[config.mk]
export PLATFORM = sky130hd
export DESIGN_NAME = transcr_stream_ctrl_flat
export DESIGN_NICKNAME = d
export VERILOG_FILES = /design/src/rtl/transcr_stream_ctrl_pkg.sv /design/src/rtl/transcr_stream_ctrl_if.sv /design/src/rtl/transcr_stream_ctrl_stream_fifo.sv /design/src/rtl/transcr_stream_ctrl.sv /design/src/flat_wrapper.sv
export SDC_FILE = /design/constraint.sdc
export NUM_CORES = 1
export LEC_CHECK = 0
export CAP_MARGIN = 20
export CORE_MARGIN = 10
export CORE_UTILIZATION = 45
export DETAILED_ROUTE_END_ITERATION = 12
export SLEW_MARGIN = 20
export SYNTH_ARGS = -nofsm -noshare
export SYNTH_HDL_FRONTEND = slang
export SYNTH_SLANG_ARGS = --single-unit
export TNS_END_PERCENT = 50
[constraint.sdc]
create_clock -name clk -period 6.4 [get_ports clk]
set_input_delay 0.96 -clock clk [delete_from_list [all_inputs] [get_ports clk]]
set_output_delay 0.96 -clock clk [all_outputs]
set_load 0.02 [all_outputs]
[src/rtl/transcr_stream_ctrl_pkg.sv]
// Shared types and constants for the transcr stream sequencer.
// TRANSCR_LAT and TW describe the external transcr pipeline the parent instantiates.
package transcr_stream_ctrl_pkg;

  localparam int TRANSCR_LAT = 6;
  localparam int TW          = 16;

  typedef enum logic [1:0] {
    ST_IDLE  = 2'd0,
    ST_RUN   = 2'd1,
    ST_DRAIN = 2'd2,
    ST_DONE  = 2'd3
  } state_e;

  typedef struct packed {
    logic vld;
    logic sof;
    logic eol;
    logic eof;
  } tag_t;

  typedef struct packed {
    logic [TW-1:0] data;
    logic          sof;
    logic          eol;
    logic          eof;
  } result_t;

  function automatic int cnt_w(input int n);
    return (n > 1) ? $clog2(n) : 1;
  endfunction

endpackage

[src/rtl/transcr_stream_ctrl_if.sv]
// Pixel-in, result-out and transcr pipeline signals of the stream sequencer.
// slave is the sequencer's view; master is the surrounding environment.
interface transcr_stream_ctrl_if;
  import transcr_stream_ctrl_pkg::*;

  logic          in_valid;
  logic          in_ready;
  logic [7:0]    in_Y;
  logic [7:0]    in_Cr;
  logic [7:0]    pipe_Y;
  logic [7:0]    pipe_Cr;
  logic [TW-1:0] pipe_transcr;
  logic          out_valid;
  logic          out_ready;
  logic [TW-1:0] out_data;
  logic          out_sof;
  logic          out_eol;
  logic          out_eof;

  modport slave (
    input  in_valid, in_Y, in_Cr, pipe_transcr, out_ready,
    output in_ready, pipe_Y, pipe_Cr, out_valid, out_data, out_sof, out_eol, out_eof
  );

  modport master (
    output in_valid, in_Y, in_Cr, pipe_transcr, out_ready,
    input  in_ready, pipe_Y, pipe_Cr, out_valid, out_data, out_sof, out_eol, out_eof
  );

endinterface

[src/rtl/transcr_stream_ctrl_stream_fifo.sv]
// Synchronous first-word-fall-through FIFO; rd_data shows the head whenever !empty.
// Reads on empty are dropped; a write on full is accepted only alongside a read.
module transcr_stream_ctrl_stream_fifo #(
  parameter int W     = 8,
  parameter int DEPTH = 8
) (
  input  logic                       clk,
  input  logic                       rst_n,
  input  logic                       wr_en,
  input  logic [W-1:0]               wr_data,
  input  logic                       rd_en,
  output logic [W-1:0]               rd_data,
  output logic                       empty,
  output logic                       full,
  output logic [$clog2(DEPTH+1)-1:0] count
);

  localparam int AW = $clog2(DEPTH);
  localparam int CW = $clog2(DEPTH+1);

  logic [W-1:0]  mem_q [DEPTH];
  logic [W-1:0]  mem_d [DEPTH];
  logic [AW-1:0] wptr_q, wptr_d;
  logic [AW-1:0] rptr_q, rptr_d;
  logic [CW-1:0] count_q, count_d;
  logic          do_wr, do_rd;

  always_comb begin
    do_rd   = rd_en && (count_q != '0);
    do_wr   = wr_en && ((count_q != CW'(DEPTH)) || do_rd);
    wptr_d  = wptr_q + AW'(do_wr);
    rptr_d  = rptr_q + AW'(do_rd);
    count_d = count_q + CW'(do_wr) - CW'(do_rd);
    mem_d   = mem_q;
    if (do_wr) mem_d[wptr_q] = wr_data;
  end

  always_ff @(posedge clk or negedge rst_n) begin
    if (!rst_n) begin
      wptr_q  <= '0;
      rptr_q  <= '0;
      count_q <= '0;
    end else begin
      wptr_q  <= wptr_d;
      rptr_q  <= rptr_d;
      count_q <= count_d;
    end
  end

  // Storage needs no reset: the pointers and count define what is valid.
  always_ff @(posedge clk) begin
    mem_q <= mem_d;
  end

  assign rd_data = mem_q[rptr_q];
  assign empty   = (count_q == '0);
  assign full    = (count_q == CW'(DEPTH));
  assign count   = count_q;

endmodule

[src/rtl/transcr_stream_ctrl.sv]
// Frame sequencer feeding the non-stallable transcr pipeline with credit-based flow control.
// States: IDLE wait start | RUN accept pixels | DRAIN empty pipe+FIFO | DONE one-cycle done.
module transcr_stream_ctrl
  import transcr_stream_ctrl_pkg::*;
#(
  parameter int PIPE_LAT   = TRANSCR_LAT,
  parameter int FIFO_DEPTH = 8,
  parameter int FRAME_W    = 640,
  parameter int FRAME_H    = 480
) (
  input  logic                 clk,
  input  logic                 rst_n,
  input  logic                 start,
  output logic                 busy,
  output logic                 done,
  transcr_stream_ctrl_if.slave bus
);

  localparam int XW = cnt_w(FRAME_W);
  localparam int YW = cnt_w(FRAME_H);
  localparam int CW = $clog2(FIFO_DEPTH+1);
  localparam logic [XW-1:0] X_LAST  = XW'(FRAME_W-1);
  localparam logic [YW-1:0] Y_LAST  = YW'(FRAME_H-1);
  localparam logic [CW:0]   DEPTH_C = (CW+1)'(FIFO_DEPTH);

  state_e        state_q, state_d;
  logic [XW-1:0] x_q, x_d;
  logic [YW-1:0] y_q, y_d;
  logic [CW-1:0] inflight_q, inflight_d;
  logic [7:0]    pipe_y_q, pipe_y_d;
  logic [7:0]    pipe_cr_q, pipe_cr_d;
  tag_t          tag_q [PIPE_LAT+1];
  tag_t          tag_d [PIPE_LAT+1];

  logic          in_rdy, credit_ok, accept, ret;
  logic          sof, eol, eof;
  result_t       fifo_wdata, fifo_rdata;
  logic          fifo_empty, fifo_full;
  logic [CW-1:0] fifo_count;

  always_ff @(posedge clk or negedge rst_n) begin
    if (!rst_n) state_q <= ST_IDLE;
    else        state_q <= state_d;
  end

  always_comb begin
    state_d = state_q;
    unique case (state_q)
      ST_IDLE:  if (start) state_d = ST_RUN;
      ST_RUN:   if (accept && eof) state_d = ST_DRAIN;
      ST_DRAIN: if (fifo_empty && (inflight_q == '0)) state_d = ST_DONE;
      ST_DONE:  state_d = ST_IDLE;
      default:  state_d = ST_IDLE;
    endcase
  end

  always_comb begin
    busy   = 1'b0;
    done   = 1'b0;
    in_rdy = 1'b0;
    unique case (state_q)
      ST_RUN:   begin busy = 1'b1; in_rdy = credit_ok; end
      ST_DRAIN: busy = 1'b1;
      ST_DONE:  done = 1'b1;
      default:  ;
    endcase
  end

  // Credits count everything already committed to the FIFO: in flight plus stored.
  assign credit_ok = ({1'b0, inflight_q} + {1'b0, fifo_count}) < DEPTH_C;
  assign accept    = bus.in_valid && in_rdy;
  assign ret       = tag_q[PIPE_LAT].vld;

  always_comb begin
    sof        = (x_q == '0) && (y_q == '0);
    eol        = (x_q == X_LAST);
    eof        = eol && (y_q == Y_LAST);
    x_d        = x_q;
    y_d        = y_q;
    pipe_y_d   = pipe_y_q;
    pipe_cr_d  = pipe_cr_q;
    inflight_d = inflight_q + CW'(accept) - CW'(ret);
    if ((state_q == ST_IDLE) && start) begin
      x_d = '0;
      y_d = '0;
    end else if (accept) begin
      if (eol) begin
        x_d = '0;
        y_d = eof ? '0 : y_q + YW'(1);
      end else begin
        x_d = x_q + XW'(1);
      end
    end
    if (accept) begin
      pipe_y_d  = bus.in_Y;
      pipe_cr_d = bus.in_Cr;
    end
  end

  // The tag line is one stage longer than the pipe because pipe_Y is itself a register.
  always_comb begin
    tag_d[0] = accept ? '{vld: 1'b1, sof: sof, eol: eol, eof: eof} : '0;
    for (int i = 1; i <= PIPE_LAT; i++) tag_d[i] = tag_q[i-1];
  end

  always_ff @(posedge clk or negedge rst_n) begin
    if (!rst_n) begin
      x_q        <= '0;
      y_q        <= '0;
      inflight_q <= '0;
      pipe_y_q   <= '0;
      pipe_cr_q  <= '0;
      tag_q      <= '{default: '0};
    end else begin
      x_q        <= x_d;
      y_q        <= y_d;
      inflight_q <= inflight_d;
      pipe_y_q   <= pipe_y_d;
      pipe_cr_q  <= pipe_cr_d;
      tag_q      <= tag_d;
    end
  end

  assign fifo_wdata = '{data: bus.pipe_transcr, sof: tag_q[PIPE_LAT].sof,
                        eol: tag_q[PIPE_LAT].eol, eof: tag_q[PIPE_LAT].eof};

  transcr_stream_ctrl_stream_fifo #(
    .W     ($bits(result_t)),
    .DEPTH (FIFO_DEPTH)
  ) u_fifo (
    .clk     (clk),
    .rst_n   (rst_n),
    .wr_en   (ret),
    .wr_data (fifo_wdata),
    .rd_en   (bus.out_ready),
    .rd_data (fifo_rdata),
    .empty   (fifo_empty),
    .full    (fifo_full),
    .count   (fifo_count)
  );

  a_fifo_no_overflow: assert property (@(posedge clk) disable iff (!rst_n) !(ret && fifo_full));

  assign bus.in_ready  = in_rdy;
  assign bus.pipe_Y    = pipe_y_q;
  assign bus.pipe_Cr   = pipe_cr_q;
  assign bus.out_valid = !fifo_empty;
  assign bus.out_data  = fifo_rdata.data;
  assign bus.out_sof   = fifo_rdata.sof;
  assign bus.out_eol   = fifo_rdata.eol;
  assign bus.out_eof   = fifo_rdata.eof;

endmodule

[src/flat_wrapper.sv]
// flat-port wrapper written by rule: the top's interface ports become plain ports
module transcr_stream_ctrl_flat import transcr_stream_ctrl_pkg::*;
#(
  parameter int PIPE_LAT   = TRANSCR_LAT,
  parameter int FIFO_DEPTH = 8,
  parameter int FRAME_W    = 640,
  parameter int FRAME_H    = 480
)
  (clk, rst_n, start, busy, done, bus_in_valid, bus_in_Y, bus_in_Cr, bus_pipe_transcr, bus_out_ready, bus_in_ready, bus_pipe_Y, bus_pipe_Cr, bus_out_valid, bus_out_data, bus_out_sof, bus_out_eol, bus_out_eof);
  transcr_stream_ctrl_if bus_i ();
  input  logic clk;
  input  logic rst_n;
  input  logic start;
  output logic busy;
  output logic done;
  input wire logic [$bits(bus_i.in_valid)-1:0] bus_in_valid;
  input wire logic [$bits(bus_i.in_Y)-1:0] bus_in_Y;
  input wire logic [$bits(bus_i.in_Cr)-1:0] bus_in_Cr;
  input wire logic [$bits(bus_i.pipe_transcr)-1:0] bus_pipe_transcr;
  input wire logic [$bits(bus_i.out_ready)-1:0] bus_out_ready;
  output wire logic [$bits(bus_i.in_ready)-1:0] bus_in_ready;
  output wire logic [$bits(bus_i.pipe_Y)-1:0] bus_pipe_Y;
  output wire logic [$bits(bus_i.pipe_Cr)-1:0] bus_pipe_Cr;
  output wire logic [$bits(bus_i.out_valid)-1:0] bus_out_valid;
  output wire logic [$bits(bus_i.out_data)-1:0] bus_out_data;
  output wire logic [$bits(bus_i.out_sof)-1:0] bus_out_sof;
  output wire logic [$bits(bus_i.out_eol)-1:0] bus_out_eol;
  output wire logic [$bits(bus_i.out_eof)-1:0] bus_out_eof;
  assign bus_i.in_valid = bus_in_valid;
  assign bus_i.in_Y = bus_in_Y;
  assign bus_i.in_Cr = bus_in_Cr;
  assign bus_i.pipe_transcr = bus_pipe_transcr;
  assign bus_i.out_ready = bus_out_ready;
  assign bus_in_ready = bus_i.in_ready;
  assign bus_pipe_Y = bus_i.pipe_Y;
  assign bus_pipe_Cr = bus_i.pipe_Cr;
  assign bus_out_valid = bus_i.out_valid;
  assign bus_out_data = bus_i.out_data;
  assign bus_out_sof = bus_i.out_sof;
  assign bus_out_eol = bus_i.out_eol;
  assign bus_out_eof = bus_i.out_eof;
  transcr_stream_ctrl #(.PIPE_LAT(PIPE_LAT), .FIFO_DEPTH(FIFO_DEPTH), .FRAME_W(FRAME_W), .FRAME_H(FRAME_H)) u_core (.clk(clk), .rst_n(rst_n), .start(start), .busy(busy), .done(done), .bus(bus_i));
endmodule
==> impl_results.md <==
* WS Path Type: reg -> out
* H-tree Lvls at 1
* Setup tns final at 0 ns
* Routed len/inst at 19.27 um
* Ant diodes at 0
* Register bit total from synthesis at 231
* Max FO, Critical Path at 23
* Via count at 4,816
* Drt pass-1 iters at 4
* Power per cell area at 352.0 mW/mm^2
* Hold Fails Final Rpt at 0
* Final instance area at 0.01108 mm^2
* Nets at 703
* Setup crit end kind: primary output
* # port buffers at 75
* Post-DP HPWL at 11,010 um
* CP required at 5.44 ns
* Share of cells above drive strength 1 at 18.63%
* # fillers at 1,608
* Crit Reg-Reg Startpoint: u_core.inflight_q[1]
* Main area contributors after synthesis: edfxtp_1 (50%), dfrtp_1 (22%), mux4_2 (9.3%)
* Static Leakage at 4.351 nW
* Reg2Reg Depth at 8
* Syn Nets at 610
* All-Layer GR Usage at 13.37%
* Clock skew at 0.01039 ns
* Ys flop type: edfxtp_1
* Slew HR at 34.84%
* Synthesis-to-layout area growth at 20.90%
* Ports at 76
* Largest net degree at the start of global routing at 80
* CP Cell Sequence: buf_4 -> mux4_2 -> mux2_2 -> clkdlybuf4s50_1
* Worst Tran Pin Value at 0.9774 ns
* HP Class: reg -> reg
* Hold Crit Depth at 0
* GPL Wtd Cong at 0.7651
* Mean area per synthesized cell at 16.85 um^2
* Overall power at 3.901 mW
* Period utilisation layout at 64.40%
* Clock sinks at 231
* Reg-to-Reg End: u_core.inflight_q[1]
* Worst-path clk slew at 0.06 ns
* Max Cap Violations at 0
* Area share of the largest cell type after synthesis at 49.79%
* Crit path largest cell delay at 0.73 ns
* Post-synth EDFFs at 152
* DRC at 0
* Hold_buf cts at 0
* CTS tree: built
* Routed WL at 17,830 um
* Leading area contributor after synthesis: edfxtp_1
* Placed Instance Area at 0.01027 mm^2
* CTS Buffer Depth at 3
* Clk root buf: clkbuf_16
* PostCTS Resize Cnt at 0
* First-pass GRT wire length at 28,170 um
* Crit path arrival time at 3.16 ns
* Min-delay src: u_core.tag_d[1]
* Routed Antenna Nets at 0
* Worst-Skew Late Latency at 0.50 ns
* Die footprint at 0.02648 mm^2
* R2r setup slk at 3.13 ns
* Run status: completed
* Final setup violation count at 0
* Slowest-stage cell, CP: dfrtp_2
* Die height at 162.7 um
* Vias in the first global route at 5,162
* Async SR Flop Fraction at 34.20%
* Mapped Cells at 544
* CTS Buf Count at 24
* Core area at 0.02017 mm^2
* Max frequency at 242.6 MHz
* Tmin final at 4.122 ns
* Starting Density at 45.45%
* Netlist cell types at 40
* Initial antenna violation count at 0
* Sequential share of the synthesized area at 71.35%
* WHS at 0.3426 ns
* Peak supply drop at 0.1611 mV
* CP Launch Type: register
* Hold EP: u_core.fifo_wdata[1]
* Synth Cell Area at 0.009168 mm^2
* Vias per cell at 5.206
* Gr ovfl total at 0
* RSZ-0062 raised after global routing: false
* Post-CTS setup buffer count at 0
* DRC violation total after the first TritonRoute iteration at 251
* Pins over their slew limit at 0
* Die width at 162.7 um
* Row count at 52
* Warnings, synthesis at 0
[synthesized netlist by cell type (3+ instances only)]
master	instances
nand4_1	12
and3_1	5
nand2_1	61
nand2b_1	4
ha_1	27
a21oi_1	10
nor4_1	4
and2_1	5
clkbuf_1	10
mux4_2	38
xnor2_1	3
edfxtp_1	152
xor2_1	14
mux2_2	19
nand3_1	10
inv_1	23
dfrtp_1	79
nor3_1	9
nor2_1	28
buf_2	6
a21o_1	3
[layout by cell type, fill, tap and decap left out, types with 2 or more instances in the layout]
cell type        instances
nor3_1                   7
dfrtp_1                 77
mux2_2                  19
nand2_1                 61
clkbuf_16               25
clkinvlp_4               3
inv_1                   23
nor2_2                   6
ha_1                    27
and3_1                   5
xor2_1                  14
nor3_2                   2
clkinv_2                 4
clkbuf_1                 5
edfxtp_1               152
nand2b_1                 4
xnor2_1                  3
bufinv_16                2
fa_1                     2
nand4_1                 12
buf_4                   11
nand3_1                 10
nor2_1                  22
clkdlybuf4s50_1         74
dfrtp_2                  2
a21oi_1                 10
clkbuf_8                 4
a21o_1                   3
and2_1                   5
nor4_1                   4
mux4_2                  38
nor2b_1                  2
[metal layers]
| layer | vias to the layer above | part of all wire (%) | global-route usage, % |
|---|---|---|---|
| li1 | 2215 | - | - |
| met1 | 2466 | 42 | 16.71 |
| met3 | 23 | 6.1 | 3.792 |
| met4 | 0 | 1.3 | 3.197 |
| met5 | - | 0 | 0 |
| met2 | 112 | 51 | 22.56 |
[layout make-up]
cell class                      count  area (um^2)  share of cell area [%]
Sequential cell                   231         6544                   59.04
Multi-Input combinational cell    271         2477                   22.35
Timing Repair Buffer               85        823.3                   7.428
Clock buffer                       34        699.4                   6.311
Tap cell                          270        337.8                   3.048
Clock inverter                     10        110.1                  0.9935
Inverter                           24        91.34                  0.8241
[worst max-delay path, delay by kind of cell (launching register included)]
family	cells	cell delay, ns
mux	2	0.86
flops	1	0.73
buf+inv	2	1.06
[registers in the layout (all words and copies together), names as in the netlist]
signal	flops
u_core.u_fifo.count	4
u_core.u_fifo.wptr_q	3
u_core.fifo_wdata	3
u_core.ret	1
u_core.y_q	9
u_core.x_q	10
u_core.bus.pipe_Cr	8
u_core.inflight_q	4
u_core.u_fifo.rptr_q	3
u_core.u_fifo.mem_q	152
u_core.bus.pipe_Y	8
u_core.state_q	2
u_core.tag_d	24
[logic make-up after synthesis]
| logic type | Yosys count | synth area share [%] |
|---|---|---|
| flops | 231 | 71.35 |
| simple gates | 147 | 7.725 |
| mux | 57 | 11.67 |
| buf+inv | 42 | 1.897 |
| fa+ha+maj | 29 | 4.122 |
| compound gates | 21 | 1.611 |
| xor+xnor | 17 | 1.624 |
[how the worst max path moves through the flow]
stage                             from                       end  slack [ns]  cells past startpoint
2_1_floorplan            bus_out_ready  u_core.u_fifo.mem_q[133]        3.32                      6
3_3_place_gp   u_core.u_fifo.rptr_q[0]           bus_out_data[9]        2.72                      4
3_5_place_dp   u_core.u_fifo.rptr_q[0]           bus_out_data[9]        2.70                      4
4_1_cts        u_core.u_fifo.rptr_q[0]           bus_out_data[9]        2.15                      4
5_1_grt        u_core.u_fifo.rptr_q[0]           bus_out_data[9]        2.04                      4
6_report       u_core.u_fifo.rptr_q[0]           bus_out_data[9]        2.28                      4
[stage by stage]
step / setup WS (ns) / utilization, % / instances
after floorplan: 3.323 / - / 544
after global placement: 2.722 / 50.93 / 881
after detailed placement: 2.697 / 50.94 / 881
after CTS: 2.153 / 54.95 / 925
after global routing: 2.042 / 54.95 / 925
final: 2.278 / 54.95 / 925
[where the power goes]
part	total [mW]	switching, mW	internal (mW)
Clock	1.38	0.538	0.843
Sequential	1.71	0.0935	1.62
Combinational	0.810	0.353	0.457
No activity file was read; power rests on OpenSTA's default activity.
